**src/rtl/ssi_link_arbiter_pkg.sv**
```systemverilog
// rtl/ssi_link_arbiter_pkg.sv - shared types and constants for the DB7 SSI link arbiter
package ssi_link_arbiter_pkg;

  localparam int SSI_ADDR_BITS = 8;
  localparam int SSI_DATA_BITS = 16;

  localparam logic OWN_X86 = 1'b0;
  localparam logic OWN_USB = 1'b1;

  typedef enum logic [2:0] {
    IDLE,
    SHIFT,
    STROBE,
    WAIT_ACK,
    DONE
  } arb_state_t;

endpackage

```
**src/rtl/ssi_link_arbiter_if.sv**
```systemverilog
// rtl/ssi_link_arbiter_if.sv - requester handshakes and DB7 serial lines
interface ssi_link_arbiter_if;
  import ssi_link_arbiter_pkg::*;

  logic                     x86_Req;
  logic [SSI_ADDR_BITS-1:0] x86_Addr;
  logic [SSI_DATA_BITS-1:0] x86_Data;
  logic                     x86_Done;
  logic                     usb_Req;
  logic [SSI_ADDR_BITS-1:0] usb_Addr;
  logic [SSI_DATA_BITS-1:0] usb_Data;
  logic                     usb_Done;
  logic                     SSClock;
  logic                     SSAddr;
  logic                     SSDOut;
  logic                     SSStrobe;
  logic                     SSAck;
  logic                     Busy;
  logic                     Owner;
  logic                     NoResponse;

  // Requesters and the DB7 ack source sit on the master side.
  modport master (
    output x86_Req, x86_Addr, x86_Data, usb_Req, usb_Addr, usb_Data, SSAck,
    input  x86_Done, usb_Done, SSClock, SSAddr, SSDOut, SSStrobe, Busy, Owner, NoResponse
  );

  // The arbiter owns the serial lines and status.
  modport slave (
    input  x86_Req, x86_Addr, x86_Data, usb_Req, usb_Addr, usb_Data, SSAck,
    output x86_Done, usb_Done, SSClock, SSAddr, SSDOut, SSStrobe, Busy, Owner, NoResponse
  );

endinterface

```
**src/rtl/ssi_link_arbiter_shifter.sv**
```systemverilog
// rtl/ssi_link_arbiter_shifter.sv - SSClock divider and MSB-first address/data serialiser
module ssi_shifter
  import ssi_link_arbiter_pkg::*;
#(
  parameter int CLK_DIV = 4
) (
  input  logic                     clk,
  input  logic                     rst,
  input  logic                     start,
  input  logic [SSI_ADDR_BITS-1:0] addr,
  input  logic [SSI_DATA_BITS-1:0] data,
  output logic                     ss_clock,
  output logic                     ss_addr,
  output logic                     ss_dout,
  output logic                     shift_done
);

  localparam int DIV_W = $clog2(2 * CLK_DIV);
  localparam int BIT_W = $clog2(SSI_DATA_BITS);

  logic                     active;
  logic [DIV_W-1:0]         div;
  logic [BIT_W-1:0]         bit_cnt;
  logic [SSI_ADDR_BITS-1:0] addr_sr;
  logic [SSI_DATA_BITS-1:0] data_sr;
  logic                     period_end;

  // Lines come straight from the shift register MSBs; zero fill empties the
  // address after 8 periods and both registers after the last period.
  assign ss_addr    = addr_sr[SSI_ADDR_BITS-1];
  assign ss_dout    = data_sr[SSI_DATA_BITS-1];
  assign period_end = active && (div == DIV_W'(2 * CLK_DIV - 1));
  assign shift_done = period_end && (bit_cnt == BIT_W'(SSI_DATA_BITS - 1));

  // Divider, bit counter and shift registers; lines move only at period start.
  always_ff @(posedge clk) begin
    if (rst) begin
      active   <= 1'b0;
      div      <= '0;
      bit_cnt  <= '0;
      addr_sr  <= '0;
      data_sr  <= '0;
      ss_clock <= 1'b0;
    end else if (start) begin
      active   <= 1'b1;
      div      <= '0;
      bit_cnt  <= '0;
      addr_sr  <= addr;
      data_sr  <= data;
      ss_clock <= 1'b0;
    end else if (active) begin
      if (period_end) begin
        div      <= '0;
        ss_clock <= 1'b0;
        bit_cnt  <= bit_cnt + 1'b1;
        addr_sr  <= {addr_sr[SSI_ADDR_BITS-2:0], 1'b0};
        data_sr  <= {data_sr[SSI_DATA_BITS-2:0], 1'b0};
        if (bit_cnt == BIT_W'(SSI_DATA_BITS - 1)) begin
          active <= 1'b0;
        end
      end else begin
        div <= div + 1'b1;
        if (div == DIV_W'(CLK_DIV - 1)) begin
          ss_clock <= 1'b1;
        end
      end
    end
  end

endmodule

```
**src/rtl/ssi_link_arbiter.sv**
```systemverilog
// rtl/ssi_link_arbiter.sv - round-robin owner of the DB7 SSI link for x86 and USB requesters
module ssi_link_arbiter #(
  parameter int CLK_DIV     = 4,
  parameter int ACK_TIMEOUT = 64
) (
  input  logic                PCI_Clock,
  input  logic                PCI_Reset,
  ssi_link_arbiter_if.slave   bus
);
  import ssi_link_arbiter_pkg::*;

  localparam int STRB_W = $clog2(2 * CLK_DIV);
  localparam int TMO_W  = $clog2(ACK_TIMEOUT + 1);
  localparam logic [STRB_W-1:0] STRB_LAST = STRB_W'(2 * CLK_DIV - 1);
  localparam logic [TMO_W-1:0]  TMO_LAST  = TMO_W'(ACK_TIMEOUT - 1);

  arb_state_t               state;
  logic                     owner;
  logic                     rr_ptr;
  logic                     busy;
  logic                     no_resp;
  logic                     strobe;
  logic                     x86_done;
  logic                     usb_done;
  logic                     ack_seen;
  logic [STRB_W-1:0]        strb_cnt;
  logic [TMO_W-1:0]         tmo_cnt;
  logic                     ack_s1;
  logic                     ack_s2;
  logic                     ack_prev;
  logic                     ack_rise;
  logic                     grant;
  logic                     win;
  logic                     start;
  logic [SSI_ADDR_BITS-1:0] win_addr;
  logic [SSI_DATA_BITS-1:0] win_data;
  logic                     sh_clock;
  logic                     sh_addr;
  logic                     sh_dout;
  logic                     shift_done;

  // Round-robin pick: a lone request wins outright, a tie goes to rr_ptr.
  always_comb begin
    grant = 1'b0;
    win   = OWN_X86;
    if (bus.x86_Req && bus.usb_Req) begin
      grant = 1'b1;
      win   = rr_ptr;
    end else if (bus.x86_Req) begin
      grant = 1'b1;
      win   = OWN_X86;
    end else if (bus.usb_Req) begin
      grant = 1'b1;
      win   = OWN_USB;
    end
  end

  assign start    = (state == IDLE) && grant;
  assign win_addr = (win == OWN_USB) ? bus.usb_Addr : bus.x86_Addr;
  assign win_data = (win == OWN_USB) ? bus.usb_Data : bus.x86_Data;
  assign ack_rise = ack_s2 && !ack_prev;

  ssi_shifter #(
    .CLK_DIV (CLK_DIV)
  ) u_shifter (
    .clk        (PCI_Clock),
    .rst        (PCI_Reset),
    .start      (start),
    .addr       (win_addr),
    .data       (win_data),
    .ss_clock   (sh_clock),
    .ss_addr    (sh_addr),
    .ss_dout    (sh_dout),
    .shift_done (shift_done)
  );

  // Two-flop synchroniser for the asynchronous ack, plus its previous value for edge detect.
  always_ff @(posedge PCI_Clock) begin
    if (PCI_Reset) begin
      ack_s1   <= 1'b0;
      ack_s2   <= 1'b0;
      ack_prev <= 1'b0;
    end else begin
      ack_s1   <= bus.SSAck;
      ack_s2   <= ack_s1;
      ack_prev <= ack_s2;
    end
  end

  // Transfer sequencer: grant, shift, strobe, wait for ack or timeout, report.
  always_ff @(posedge PCI_Clock) begin
    if (PCI_Reset) begin
      state    <= IDLE;
      owner    <= OWN_X86;
      rr_ptr   <= OWN_X86;
      busy     <= 1'b0;
      no_resp  <= 1'b0;
      strobe   <= 1'b0;
      x86_done <= 1'b0;
      usb_done <= 1'b0;
      ack_seen <= 1'b0;
      strb_cnt <= '0;
      tmo_cnt  <= '0;
    end else begin
      x86_done <= 1'b0;
      usb_done <= 1'b0;
      case (state)
        IDLE: begin
          if (grant) begin
            owner    <= win;
            busy     <= 1'b1;
            no_resp  <= 1'b0;
            ack_seen <= 1'b0;
            state    <= SHIFT;
          end
        end
        SHIFT: begin
          if (shift_done) begin
            strobe   <= 1'b1;
            strb_cnt <= '0;
            state    <= STROBE;
          end
        end
        STROBE: begin
          if (ack_rise) begin
            ack_seen <= 1'b1;
          end
          if (strb_cnt == STRB_LAST) begin
            strobe  <= 1'b0;
            tmo_cnt <= '0;
            state   <= WAIT_ACK;
          end else begin
            strb_cnt <= strb_cnt + 1'b1;
          end
        end
        WAIT_ACK: begin
          // Ack is checked first so a same-cycle ack beats the timeout.
          if (ack_rise || ack_seen) begin
            no_resp  <= 1'b0;
            x86_done <= (owner == OWN_X86);
            usb_done <= (owner == OWN_USB);
            state    <= DONE;
          end else if (tmo_cnt == TMO_LAST) begin
            no_resp  <= 1'b1;
            x86_done <= (owner == OWN_X86);
            usb_done <= (owner == OWN_USB);
            state    <= DONE;
          end else begin
            tmo_cnt <= tmo_cnt + 1'b1;
          end
        end
        DONE: begin
          rr_ptr <= ~owner;
          busy   <= 1'b0;
          state  <= IDLE;
        end
        default: state <= IDLE;
      endcase
    end
  end

  assign bus.SSClock    = sh_clock;
  assign bus.SSAddr     = sh_addr;
  assign bus.SSDOut     = sh_dout;
  assign bus.SSStrobe   = strobe;
  assign bus.Busy       = busy;
  assign bus.Owner      = owner;
  assign bus.NoResponse = no_resp;
  assign bus.x86_Done   = x86_done;
  assign bus.usb_Done   = usb_done;

endmodule

```
**src/flat_wrapper.sv**
```systemverilog
// flat-port wrapper written by rule: the top's interface ports become plain ports
module ssi_link_arbiter_flat import ssi_link_arbiter_pkg::*;
#(
  parameter int CLK_DIV     = 4,
  parameter int ACK_TIMEOUT = 64
)
  (PCI_Clock, PCI_Reset, bus_x86_Req, bus_x86_Addr, bus_x86_Data, bus_usb_Req, bus_usb_Addr, bus_usb_Data, bus_SSAck, bus_x86_Done, bus_usb_Done, bus_SSClock, bus_SSAddr, bus_SSDOut, bus_SSStrobe, bus_Busy, bus_Owner, bus_NoResponse);
  ssi_link_arbiter_if bus_i ();
  input  logic PCI_Clock;
  input  logic PCI_Reset;
  input wire logic [$bits(bus_i.x86_Req)-1:0] bus_x86_Req;
  input wire logic [$bits(bus_i.x86_Addr)-1:0] bus_x86_Addr;
  input wire logic [$bits(bus_i.x86_Data)-1:0] bus_x86_Data;
  input wire logic [$bits(bus_i.usb_Req)-1:0] bus_usb_Req;
  input wire logic [$bits(bus_i.usb_Addr)-1:0] bus_usb_Addr;
  input wire logic [$bits(bus_i.usb_Data)-1:0] bus_usb_Data;
  input wire logic [$bits(bus_i.SSAck)-1:0] bus_SSAck;
  output wire logic [$bits(bus_i.x86_Done)-1:0] bus_x86_Done;
  output wire logic [$bits(bus_i.usb_Done)-1:0] bus_usb_Done;
  output wire logic [$bits(bus_i.SSClock)-1:0] bus_SSClock;
  output wire logic [$bits(bus_i.SSAddr)-1:0] bus_SSAddr;
  output wire logic [$bits(bus_i.SSDOut)-1:0] bus_SSDOut;
  output wire logic [$bits(bus_i.SSStrobe)-1:0] bus_SSStrobe;
  output wire logic [$bits(bus_i.Busy)-1:0] bus_Busy;
  output wire logic [$bits(bus_i.Owner)-1:0] bus_Owner;
  output wire logic [$bits(bus_i.NoResponse)-1:0] bus_NoResponse;
  assign bus_i.x86_Req = bus_x86_Req;
  assign bus_i.x86_Addr = bus_x86_Addr;
  assign bus_i.x86_Data = bus_x86_Data;
  assign bus_i.usb_Req = bus_usb_Req;
  assign bus_i.usb_Addr = bus_usb_Addr;
  assign bus_i.usb_Data = bus_usb_Data;
  assign bus_i.SSAck = bus_SSAck;
  assign bus_x86_Done = bus_i.x86_Done;
  assign bus_usb_Done = bus_i.usb_Done;
  assign bus_SSClock = bus_i.SSClock;
  assign bus_SSAddr = bus_i.SSAddr;
  assign bus_SSDOut = bus_i.SSDOut;
  assign bus_SSStrobe = bus_i.SSStrobe;
  assign bus_Busy = bus_i.Busy;
  assign bus_Owner = bus_i.Owner;
  assign bus_NoResponse = bus_i.NoResponse;
  ssi_link_arbiter #(.CLK_DIV(CLK_DIV), .ACK_TIMEOUT(ACK_TIMEOUT)) u_core (.PCI_Clock(PCI_Clock), .PCI_Reset(PCI_Reset), .bus(bus_i));
endmodule
```
**config.mk**
```make
export PLATFORM = sky130hd
export DESIGN_NAME = ssi_link_arbiter_flat
export DESIGN_NICKNAME = d
export VERILOG_FILES = /design/src/rtl/ssi_link_arbiter_pkg.sv /design/src/rtl/ssi_link_arbiter_if.sv /design/src/rtl/ssi_link_arbiter_shifter.sv /design/src/rtl/ssi_link_arbiter.sv /design/src/flat_wrapper.sv
export SDC_FILE = /design/constraint.sdc
export NUM_CORES = 1
export LEC_CHECK = 0
export CORE_MARGIN = 2
export CORE_UTILIZATION = 38
export CTS_BUF_LIST = sky130_fd_sc_hd__clkbuf_16
export DETAILED_ROUTE_END_ITERATION = 8
export REMOVE_ABC_BUFFERS = 1
export SLEW_MARGIN = 0
export SYNTH_ARGS = -nofsm -noshare
export SYNTH_HDL_FRONTEND = slang
export SYNTH_SLANG_ARGS = --single-unit
```
**constraint.sdc**
```tcl
create_clock -name PCI_Clock -period 4 [get_ports PCI_Clock]
set_input_delay 0.8 -clock PCI_Clock [delete_from_list [all_inputs] [get_ports PCI_Clock]]
set_output_delay 0.8 -clock PCI_Clock [all_outputs]
set_load 0.02 [all_outputs]
```
==> impl_metrics.csv <==
group,metric,value,unit
timing,slew_violations,0,
setup_path,worst-path-max-fanout,22,
clock_tree,cts_resized,0,
setup_path,critPathRequiredTime,4.17,ns
setup_path,cp_top_family,"buffers and inverters",
clock_tree,htree_num_levels,3,
run_status,outcome,"completed",
yosys,synth_edf_count,0,
global_routing,grt_pass1_wl,11200,um
place,dp_hpwl,4600,um
timing,rsz0062_at_grt,"no",
clock_tree,clkTransAtPathRegs,0.05,ns
setup_path,cp_slowest_cell,"clkdlybuf4s50_1",
clock_tree,tritoncts,"built",
setup_path,cp_num_buf_inv,1,
timing,period_minus_slack,2.64,ns
setup_path,end_kind,"flip-flop",
place,place_area,3400,um^2
yosys,yosys-top-cells-area,"dfxtp_1, nand2_1, a311oi_1",
floorplanning,die_area,7890,um^2
yosys,ys_ff_latch,57,
floorplanning,die_h,88.8,um
power_and_ir_drop,power_density,440,nW/um^2
detailed_routing,via_count,2566,
power_and_ir_drop,peakVddDrop,0.229,mV
timing,setup_tns,0,ns
timing,finalHoldViolations,0,
clock_tree,clk_latency,0.32,ns
floorplanning,core,6870,um^2
timing,clock_skew,0.00461,ns
timing,setup_violations,0,
yosys,synth_top_area_share,41.7,%
final_layout,drive_gt1_share,5.97,%
detailed_routing,drt-wirelength-per-cell,14.0,um
final_layout,design_area,3730,um^2
global_routing,grt_overflow,0,
global_routing,grt_start_max_net_pins,48,
setup_path,arrival,2.81,ns
timing,tightest_slew,0.856,ns
setup_path,path_cells,"clkdlybuf4s50_1 -> nand2_1 -> a211oi_1 -> a311oi_1",
job,cap_violations,0,
final_layout,n_fill_cell,666,
detailed_routing,drt_iter0_drc,164,
final_layout,syn2layout_area_growth,36.4,%
clock_tree,clock_path_buffers,2,
floorplanning,io_pins,62,
yosys,synth_ff_type,"dfxtp_1",
global_routing,grt.total_usage,18.3,%
place,io_buffers,61,
hold_path,hold_class,"reg2reg",
clock_tree,cts_root_buf,"clkbuf_16",
place,finalWeightedCongestion,0.832,
yosys,synth_most_common_cell,"nand2_1",
yosys,syn-cell-area,2740,um^2
yosys,synth.avg_cell_area,8.29,um^2
floorplanning,die_x,88.8,um
detailed_routing,ant_nets,0,
detailed_routing,drc,0,
floorplanning,rows,30,
yosys,synth_cells,330,
timing,hold_ws,0.438,ns
global_routing,grt_pass1_vias,2378,
clock_tree,numCtsBuffers,9,
clock_tree,post_cts_buffers,0,
timing,fmax,378,MHz
floorplanning,start_util,39.8,%
setup_path,slowest_delay,0.80,ns
yosys,post-synth-top-area-cell,"dfxtp_1",
detailed_routing,drt_first_pass_iters,4,
detailed_routing,via_per_inst,5.33,
yosys,synthArstFlopShare,0,%
final_layout,fin_util,54.3,%
final_layout,diodes,0,
yosys,synth_cell_types,38,
clock_tree,clkSinkCount,57,
setup_path,critical_path_class,"in2reg",
timing,finalWorstSetupSlack,1.36,ns
clock_tree,cts-hold-fix-buffers,0,
final_layout,fin_nets,440,
power_and_ir_drop,p_leak,1.40,nW
timing,timing.slew.headroom,42.8,%
global_routing,antenna_found_initial,0,
setup_path,setup.worst_path.start_class,"input port",
place,preCtsSetupSlack,0.990,ns
yosys,synth_warnings,0,
yosys,synthTopCellsByCount,"nand2_1, dfxtp_1, and3_1, a211oi_1, clkbuf_1",
detailed_routing,wl,6760,um
timing,layout_worst_path_cycle_share,66.1,%
yosys,seq_area_frac_synth,41.7,%
## final cells by class
| cell class | count | area (um^2) | share of cell area [%] |
|---|---|---|---|
| Tap cell | 96 | 120 | 3.22 |
| Timing Repair Buffer | 66 | 643 | 17.2 |
| Clock inverter | 7 | 109 | 2.92 |
| Sequential cell | 57 | 1140 | 30.6 |
| Multi-Input combinational cell | 242 | 1480 | 39.6 |
| Inverter | 4 | 15.0 | 0.402 |
| Clock buffer | 9 | 225 | 6.04 |
## sequential cells by signal (all words and copies together) (netlist names), 3 cells and up
| name | flops |
|---|---|
| u_core.state | 3 |
| u_core.u_shifter.div | 3 |
| u_core.u_shifter.addr_sr | 8 |
| u_core.strb_cnt | 3 |
| u_core.u_shifter.bit_cnt | 4 |
| u_core.u_shifter.data_sr | 16 |
| u_core.tmo_cnt | 7 |
## metal layers
| layer | routed length [um] | track usage (%) | vias up |
|---|---|---|---|
| li1 | - | - | 1313 |
| met5 | 0 | 0 | - |
| met2 | 3150 | 28.4 | 62 |
| met4 | 64 | 6.06 | 0 |
| met3 | 329 | 6.72 | 6 |
| met1 | 3210 | 23.6 | 1185 |
## through the flow
step                total power, mW  instances
CTS                            1.66        481
detailed placement            0.795        465
floorplan                     0.701        303
global route                   1.71        481
global placement              0.793        465
finish                         1.64        481
## logic make-up (layout without fill, tap and decap cells)
group                      Yosys count  count (layout)  synth area share [%]
AOI/OAI and AO/OA                   88              88                  22.8
xor gates and xnor gates             3               3                 0.961
adders and majority gates            7               7                  3.20
buffers and inverters               31              86                  4.67
DFF                                 57              57                  41.7
muxes                                1               1                 0.366
and+or+nand+nor                    143             143                  26.3
## worst reg2reg max path, stage by stage (launching register included)
cell and delay (ns):
dfxtp_1 0.36, ha_1 0.24, nand3_1 0.17, nor3_1 0.67, o21ai_1 0.24, a311oi_1 0.31
## report_power, final
part	switching (mW)	internal, mW
Sequential	0.0172	0.599
Clock	0.257	0.602
Combinational	0.0780	0.0895
Total	0.352	1.29
## layout by cell type, fill, tap and decap left out, types with 3 or more instances in the layout
cell and count:
clkdlybuf4s50_1 60, nand2b_1 7, nand3_1 10, nand2_1 59, nand3b_1 3, bufinv_16 3, inv_1 4, a21oi_1 20
o211ai_1 3, dfxtp_1 57, nor3b_1 3, nor2b_1 5, a311oi_1 23, o21ai_0 5, and3_1 26, or3_1 4
ha_1 7, clkbuf_16 9, buf_4 5, clkinv_2 3, nor2_1 12, nor3_1 8, a211oi_1 24
## final timing paths
check / startpoint / end / slack, ns / depth (start not counted)
worst min-delay path: u_core.ack_s1$_SDFF_PP0_ / u_core.ack_s2$_SDFF_PP0_ / 0.44 / 1
worst max-delay path: bus_usb_Req / u_core.u_shifter.addr_sr[4]$_SDFFE_PP0P_ / 1.36 / 4
worst min register to register: u_core.ack_s1$_SDFF_PP0_ / u_core.ack_s2$_SDFF_PP0_ / 0.44 / 1
worst max register to register: u_core.tmo_cnt[0]$_SDFFE_PP0P_ / u_core.tmo_cnt[4]$_SDFFE_PP0P_ / 1.91 / 5
No activity file was read; power rests on OpenSTA's default activity.
